--- src/rtl/rf_mp.sv ---
// Multi-port register file: one write port, two registered read ports with write-first
// bypass, per-entry dirty bitmap and a one-entry-per-cycle clear engine reported via busy_o.
module rf_mp #(
    parameter int                DATA_W    = 8,
    parameter int                ADDR_W    = 2,
    parameter logic [DATA_W-1:0] RESET_VAL = {DATA_W{1'b0}}
) (
    input  logic                   clk_i,
    input  logic                   rst_ni,
    input  logic                   wr_en_i,
    input  logic [ADDR_W-1:0]      wr_addr_i,
    input  logic [DATA_W-1:0]      wr_data_i,
    input  logic                   rd_en_a_i,
    input  logic [ADDR_W-1:0]      rd_addr_a_i,
    output logic [DATA_W-1:0]      rd_data_a_o,
    input  logic                   rd_en_b_i,
    input  logic [ADDR_W-1:0]      rd_addr_b_i,
    output logic [DATA_W-1:0]      rd_data_b_o,
    input  logic                   clr_req_i,
    output logic                   busy_o,
    output logic [(2**ADDR_W)-1:0] dirty_o
);

    localparam int                DEPTH    = 2**ADDR_W;
    localparam logic [ADDR_W-1:0] LAST_IDX = ADDR_W'(DEPTH-1);

    typedef enum logic [0:0] {
        IDLE  = 1'b0,
        CLEAR = 1'b1
    } state_e;

    state_e              state_q, state_d;
    logic [ADDR_W-1:0]   cnt_q, cnt_d;
    logic [DATA_W-1:0]   mem_q [DEPTH];
    logic [DATA_W-1:0]   rd_a_q, rd_a_d;
    logic [DATA_W-1:0]   rd_b_q, rd_b_d;
    logic                busy_q, busy_d;
    logic [DEPTH-1:0]    dirty_q, dirty_d;
    logic                in_clear_s;

    // The file reads as RESET_VAL for the whole clear, even before each entry is wiped.
    function automatic logic [DATA_W-1:0] read_src(
        input logic              in_clear,
        input logic              bypass,
        input logic [DATA_W-1:0] wdata,
        input logic [DATA_W-1:0] entry
    );
        if (in_clear) begin
            return RESET_VAL;
        end else if (bypass) begin
            return wdata;
        end else begin
            return entry;
        end
    endfunction

    assign in_clear_s = (state_q == CLEAR);

    // Clear FSM, clear counter and dirty bitmap next-state.
    always_comb begin
        state_d = state_q;
        cnt_d   = cnt_q;
        dirty_d = dirty_q;
        case (state_q)
            IDLE: begin
                if (clr_req_i) begin
                    state_d = CLEAR;
                    cnt_d   = {ADDR_W{1'b0}};
                    dirty_d = {DEPTH{1'b0}};
                end else if (wr_en_i) begin
                    dirty_d[wr_addr_i] = 1'b1;
                end else begin
                    dirty_d = dirty_q;
                end
            end
            CLEAR: begin
                cnt_d = cnt_q + 1'b1;
                if (cnt_q == LAST_IDX) begin
                    state_d = IDLE;
                end else begin
                    state_d = CLEAR;
                end
            end
            default: begin
                state_d = IDLE;
                cnt_d   = {ADDR_W{1'b0}};
            end
        endcase
        busy_d = (state_d == CLEAR);
    end

    // Read port next-state; each port holds when its strobe is low.
    always_comb begin
        rd_a_d = rd_a_q;
        rd_b_d = rd_b_q;
        if (rd_en_a_i) begin
            rd_a_d = read_src(in_clear_s, wr_en_i && (wr_addr_i == rd_addr_a_i),
                              wr_data_i, mem_q[rd_addr_a_i]);
        end else begin
            rd_a_d = rd_a_q;
        end
        if (rd_en_b_i) begin
            rd_b_d = read_src(in_clear_s, wr_en_i && (wr_addr_i == rd_addr_b_i),
                              wr_data_i, mem_q[rd_addr_b_i]);
        end else begin
            rd_b_d = rd_b_q;
        end
    end

    // Control and output registers.
    always_ff @(posedge clk_i or negedge rst_ni) begin
        if (!rst_ni) begin
            state_q <= IDLE;
            cnt_q   <= {ADDR_W{1'b0}};
            busy_q  <= 1'b0;
            dirty_q <= {DEPTH{1'b0}};
            rd_a_q  <= {DATA_W{1'b0}};
            rd_b_q  <= {DATA_W{1'b0}};
        end else begin
            state_q <= state_d;
            cnt_q   <= cnt_d;
            busy_q  <= busy_d;
            dirty_q <= dirty_d;
            rd_a_q  <= rd_a_d;
            rd_b_q  <= rd_b_d;
        end
    end

    // Storage: clear engine owns the array while clearing, so writes are dropped then.
    always_ff @(posedge clk_i or negedge rst_ni) begin
        if (!rst_ni) begin
            for (int i = 0; i < DEPTH; i++) begin
                mem_q[i] <= RESET_VAL;
            end
        end else if (in_clear_s) begin
            mem_q[cnt_q] <= RESET_VAL;
        end else if (wr_en_i) begin
            mem_q[wr_addr_i] <= wr_data_i;
        end
    end

    assign rd_data_a_o = rd_a_q;
    assign rd_data_b_o = rd_b_q;
    assign busy_o      = busy_q;
    assign dirty_o     = dirty_q;

endmodule

--- config.mk ---
export PLATFORM = sky130hd
export DESIGN_NAME = rf_mp
export DESIGN_NICKNAME = d
export VERILOG_FILES = /design/src/rtl/rf_mp.sv
export SDC_FILE = /design/constraint.sdc
export NUM_CORES = 1
export LEC_CHECK = 0
export BUFFER_PORTS_ARGS = -buffer_cell sky130_fd_sc_hd__buf_2
export CAP_MARGIN = 40
export CORE_ASPECT_RATIO = 1.75
export CORE_UTILIZATION = 44
export CTS_CLUSTER_DIAMETER = 60
export DETAILED_ROUTE_END_ITERATION = 8
export PLACE_DENSITY = 0.67
export SETUP_SLACK_MARGIN = 0.05
export SYNTH_ARGS = -nofsm -noshare
export SYNTH_HDL_FRONTEND = slang
export SYNTH_SLANG_ARGS = --single-unit
--- constraint.sdc ---
create_clock -name clk_i -period 1.5 [get_ports clk_i]
set_input_delay 0.3 -clock clk_i [delete_from_list [all_inputs] [get_ports clk_i]]
set_output_delay 0.3 -clock clk_i [all_outputs]
set_load 0.05 [all_outputs]
---- Word level (Yosys, flattened, before mapping) ----
Cells that the tools add are included.
storage, ports and cells
  bits in registers ....................... 55
  input port bits ......................... 20
  logic and storage cells ................. 64
cells by class
  $add $sub $neg .......................... 1
  order comparisons ....................... 8
  equality and inequality tests ........... 4
  multiplexer cells ....................... 26
  bitwise gates (word level) .............. 8
  reductions and logical operators ........ 8
operator list
  cell                                                                          count
  8-bit 2-to-1 mux                                                              10
  32-bit 2-to-1 mux                                                             2
  32-bit bitwise AND                                                            1
  8-bit binary-select mux with 2-bit select                                     2
  32-bit bitwise mux                                                            1
  8-bit demux with 2-bit select                                                 2
  32-bit NOT                                                                    1
  3-bit >= comparator, second input constant                                    4
  2-bit NOT with 3-bit output                                                   4
  4-bit 2-to-1 mux                                                              2
  3-bit by 1-bit less-than comparator with 1-bit output, second input constant  2
  1-bit logical AND                                                             5
  2-bit == test                                                                 2
  4-bit OR                                                                      1
  2-bit one-hot mux with 2 select lines                                         1
  2-bit nonzero test                                                            2
  2-bit by 3-bit less-than comparator with 1-bit output, second input constant  1
  1-bit 2-to-1 mux                                                              3
  2-bit by 1-bit adder with 2-bit output, second input constant                 1
  1-bit demux with 2-bit select                                                 1
  2-bit == test, second input constant                                          1
  2-bit by 1-bit >= comparator with 1-bit output, second input constant         1
  2-bit 2-to-1 mux                                                              1
  2-bit inequality test, second input constant                                  1
  3 further kinds                                                               3

---- Logic depth before layout (Yosys ltp) ----
  word-level depth ........................ 8
  mapped depth ............................ 6
  mapped depth without buffers ............ 5

---- Worst setup path before layout ----
No wires, ideal clock.
  path kind ............................... register to register
  from .................................... register, netlist name busy_o
  to ...................................... register rd_a_q[6] (netlist: rd_data_a_o[6])
  setup time .............................. 0.142 ns
  arrival ................................. 1.519 ns
  data required time ...................... 1.358 ns
  slack ................................... -0.161 ns
  cell stages (with the launch flop) ...... 6
  path buffers ............................ 2
  period minus slack after synthesis ...... 1.661 ns
  cell sequence ........................... dfrtp_1 > buf_2 > clkinv_1 > clkbuf_1 > nand3_1 > o211ai_2
RTL lines
  element               line  source
  to (signal assigned)  117   rd_a_q <= {DATA_W{1'b0}};
  to (signal assigned)  124   rd_a_q <= rd_a_d;
  to (decl)             35    logic [DATA_W-1:0] rd_a_q, rd_a_d;

---- Final worst setup path ----
  from .................................... register mem_q[7] (netlist bit)
  to ...................................... register rd_a_q[7] (netlist: rd_data_a_o[7])
on the way
  word-level cells in the longest chain between the ends .. 5
RTL lines
  element                                               line  source
  from (decl)                                           34    logic [DATA_W-1:0] mem_q [DEPTH];
  from (signal, indexed assignment)                     138   mem_q[wr_addr_i] <= wr_data_i;
  8-bit binary-select mux with 2-bit select             98    wr_data_i, mem_q[rd_addr_a_i]);
  8-bit 2-to-1 mux (implied by the code) (2 in series)  98
  8-bit 2-to-1 mux                                      50    end else if (bypass) begin
  8-bit 2-to-1 mux                                      48    if (in_clear) begin
Every way passes these cells. The select of a mux whose other input is x is not followed.
A chain may end at the register's enable or synchronous reset.

==> results by group <==
Run status
  – Outcome: finished, violations left
  – Failing checks: hold timing

Floorplan
  – Total core area: 6910 sq um
  – Row cnt: 40
  – Die height: 114 um
  – # IOs: 41
  – Full die area: 7520 sq um
  – Initial Util: 0.456
  – Die width: 66.0 um

Critical path
  – Endpoint type of the worst setup path: flip-flop
  – Max stage delay cell, worst path: mux4_2
  – CP Cell Sequence: buf_4 -> mux4_2 -> o311ai_0 -> o211ai_2
  – Arrival time worst endpoint: approximately 1600 ps
  – Worst reg-to-reg path cell count: 4
  – Worst reg-to-reg setup slack: 90 ps
  – Required @ worst endpoint: 1660 ps
  – CP max stage delay: 460 ps
  – Critical path class: flip-flop to flip-flop
  – CP max FO: 2
  – Startpoint Class: flip-flop

GRT
  – Vias in the first global route: around 2500
  – Grt ovf: 0
  – GRT Overall Usage: 0.230
  – First-pass GRT wire length: ~13000 um
  – Antenna violations before repair: 0
  – Largest net degree at the start of global routing: 56

Synthesis
  – Syn_area_per_cell: 10.9 sq um
  – Yosys cell types: 29
  – Synthesized area: 3150 sq um
  – Yosys synthesis warning count: 0
  – Cells after Synth: 288
  – Flops & latches, synth: 55
  – Area leader, netlist: dfrtp_1
  – Seq/Total Area, Yosys: 0.437
  – Syn Nets: 312
  – Post-synth EDFFs: 0
  – Ys flop type: dfrtp_1
  – Top cells by area, synth: dfrtp_1, mux4_2, nand2_1
  – Async SR Flop Fraction: 1.00
  – Synth top area share: 0.437

CTS
  – Cts-stage hold buffer count: 0
  – Clock sinks: 55
  – Register clock-pin slew on the reported worst setup and hold paths: about 70 ps
  – Root Buffer: clkbuf_16
  – H-tree depth: 2
  – CTS tree: yes
  – Max clock buf depth: 2
  – Worst-Skew Late Latency: 300 ps
  – CTS Buf Count: 5

Cells and area
  – Nets@finish: ~380
  – FILL cells: between 600 and 700
  – Layout cells sized above 1: 0.365
  – Ant diodes: 0
  – Most common cell after layout, fill and taps aside: nand2_1
  – Area delta synth->final: 22.4%
  – Most frequent cells in the layout: nand2_1, dfrtp_1, buf_2, buf_4, o21ai_0

STA
  – Fin worst setup slack: just under 90 ps
  – Final min period: 1410 ps
  – RSZ-0062 raised after global routing: yes
  – Final slew viol count: 0
  – Slew @ Worst Pin: 555 ps
  – Final setup vio count: 0
  – Max Freq: 708 MHz
  – Fin crit share: 0.942
  – Final Skew: 5.79 ps
  – Worst hold margin: -9.79 ps
  – Hold Fails Final Rpt: 11
  – Fin Setup TNS: 0 ps
  – Slew HR: 0.629

Power
  – VDD IR-drop max: 0.000682 V
  – Lkg Pwr: ~1.8 nW
  – Pwr dens: 1630 nW/um^2

Placed design
  – IO buf count: 40
  – Post-DP HPWL: 5950 um
  – Place WS: -105 ps
  – Gpl congestion: between 0.8 and 0.9

Routing
  – # DRC: 0
  – Routed wire per std cell: 17.5 um
  – 1st-pass router iterations: 4
  – Antenna-violating nets left: 0
  – Drt first-iter violations: 134
  – Vias: roughly 2500
  – Vias/cell: between 5 and 6
  – Post-Route WL: 7700 um

Hold path
  – Hold Crit Class: primary input to asynchronous set/reset pin

Flow run
  – Number of max-cap violations: 0
## final timing paths
kind                                       startpoint                    endpoint
min in group clk_i                          clr_req_i      dirty_o[3]$_DFFE_PN0P_
hold reg to reg            rd_data_a_o[2]$_DFFE_PN0P_  rd_data_a_o[2]$_DFFE_PN0P_
setup / recovery                 mem_q[7]$_DFFE_PN0P_  rd_data_a_o[7]$_DFFE_PN0P_
hold / removal                                 rst_ni        mem_q[6]$_DFFE_PN0P_
setup reg to reg                 mem_q[7]$_DFFE_PN0P_  rd_data_a_o[7]$_DFFE_PN0P_
max in group asynchronous                      rst_ni            busy_o$_DFF_PN0_
## critical path, delay by kind of cell (launching register included)
| family | cells | cell delay, ps |
|---|---|---|
| AO/OA/AOI/OAI | 2 | 270 |
| buffers and inverters | 1 | 150 |
| flip-flops | 1 | 410 |
| multiplexers | 1 | 460 |
## cells in the mapped netlist (2+ instances only)
cell type and number:
nor2_1 8, and4bb_2 2, buf_6 7, nand2_1 59
buf_2 6, a22o_1 2, mux2i_1 7, nor2b_1 4
nand3_1 16, o21ai_0 29, dfrtp_1 55, nand2b_1 16
o311ai_0 16, o21ai_1 3, or3_1 2, clkbuf_1 6
mux4_2 16, xor2_1 2, o211ai_2 16, ha_1 4
xor2_4 2, inv_1 3
## layer usage
metal | global-route usage | vias to the layer above | wire [um]
li1 | - | 1186 | -
met1 | 0.251 | 1222 | 2930
met2 | 0.425 | 54 | 4380
met3 | 0.0410 | 13 | 208
met4 | 0.0936 | 0 | 187
met5 | 0 | - | 0
## kinds of logic (layout without fill, tap and decap cells)
logic type / count (synthesis) / after routing / share of synthesized area
AND/OR/NAND/NOR: 110 / 110 / 0.170
buffers and inverters: 24 / 92 / 0.0488
multiplexers: 23 / 23 / 0.137
flip-flops: 55 / 55 / 0.437
XOR/XNOR: 4 / 4 / 0.0230
adder cells (fa/ha/maj): 4 / 4 / 0.0159
AO/OA/AOI/OAI: 68 / 68 / 0.170
## timing repair
| item | 4_1_cts | 5_1_grt |
|---|---|---|
| pin swaps | 0 | 3 |
| resized for setup | 1 | 4 |
| buffers inserted | 2 | 0 |
| endpoints found under the setup margin | 2 | 13 |
## state kept, by name, summed over array words and instances (netlist names)
register / count
mem_q: 32
rd_data_a_o: 8
rd_data_b_o: 8
dirty_o: 4
cnt_q: 2
busy_o: 1
## power by group
part	internal, W	total, W	switching, W
registers	0.00201	0.00238	0.000376
clock network	0.000668	0.00121	0.000544
logic	0.00106	0.00269	0.00163
## cell type report
type                    instances  area, sq um  area share
multi-input cells             209         1630       0.423
well taps                      84          105      0.0272
inverters                       4         15.0     0.00389
clock inverters                 2         16.3     0.00422
flip-flops and latches         55         1380       0.357
repair buffers                 80          576       0.149
clock buffers                   6          139      0.0360
## per-stage QoR
stage | util | area, sq um | cells | power (W)
3_3_place_gp | 0.533 | 3680 | 430 | 0.00494
2_1_floorplan | - | 3160 | 288 | 0.00415
4_1_cts | 0.557 | 3850 | 440 | 0.00630
5_1_grt | 0.559 | 3860 | 440 | 0.00670
3_5_place_dp | 0.533 | 3680 | 430 | 0.00504
6_report | 0.559 | 3860 | 440 | 0.00629
No activity file was read; power rests on OpenSTA's default activity.
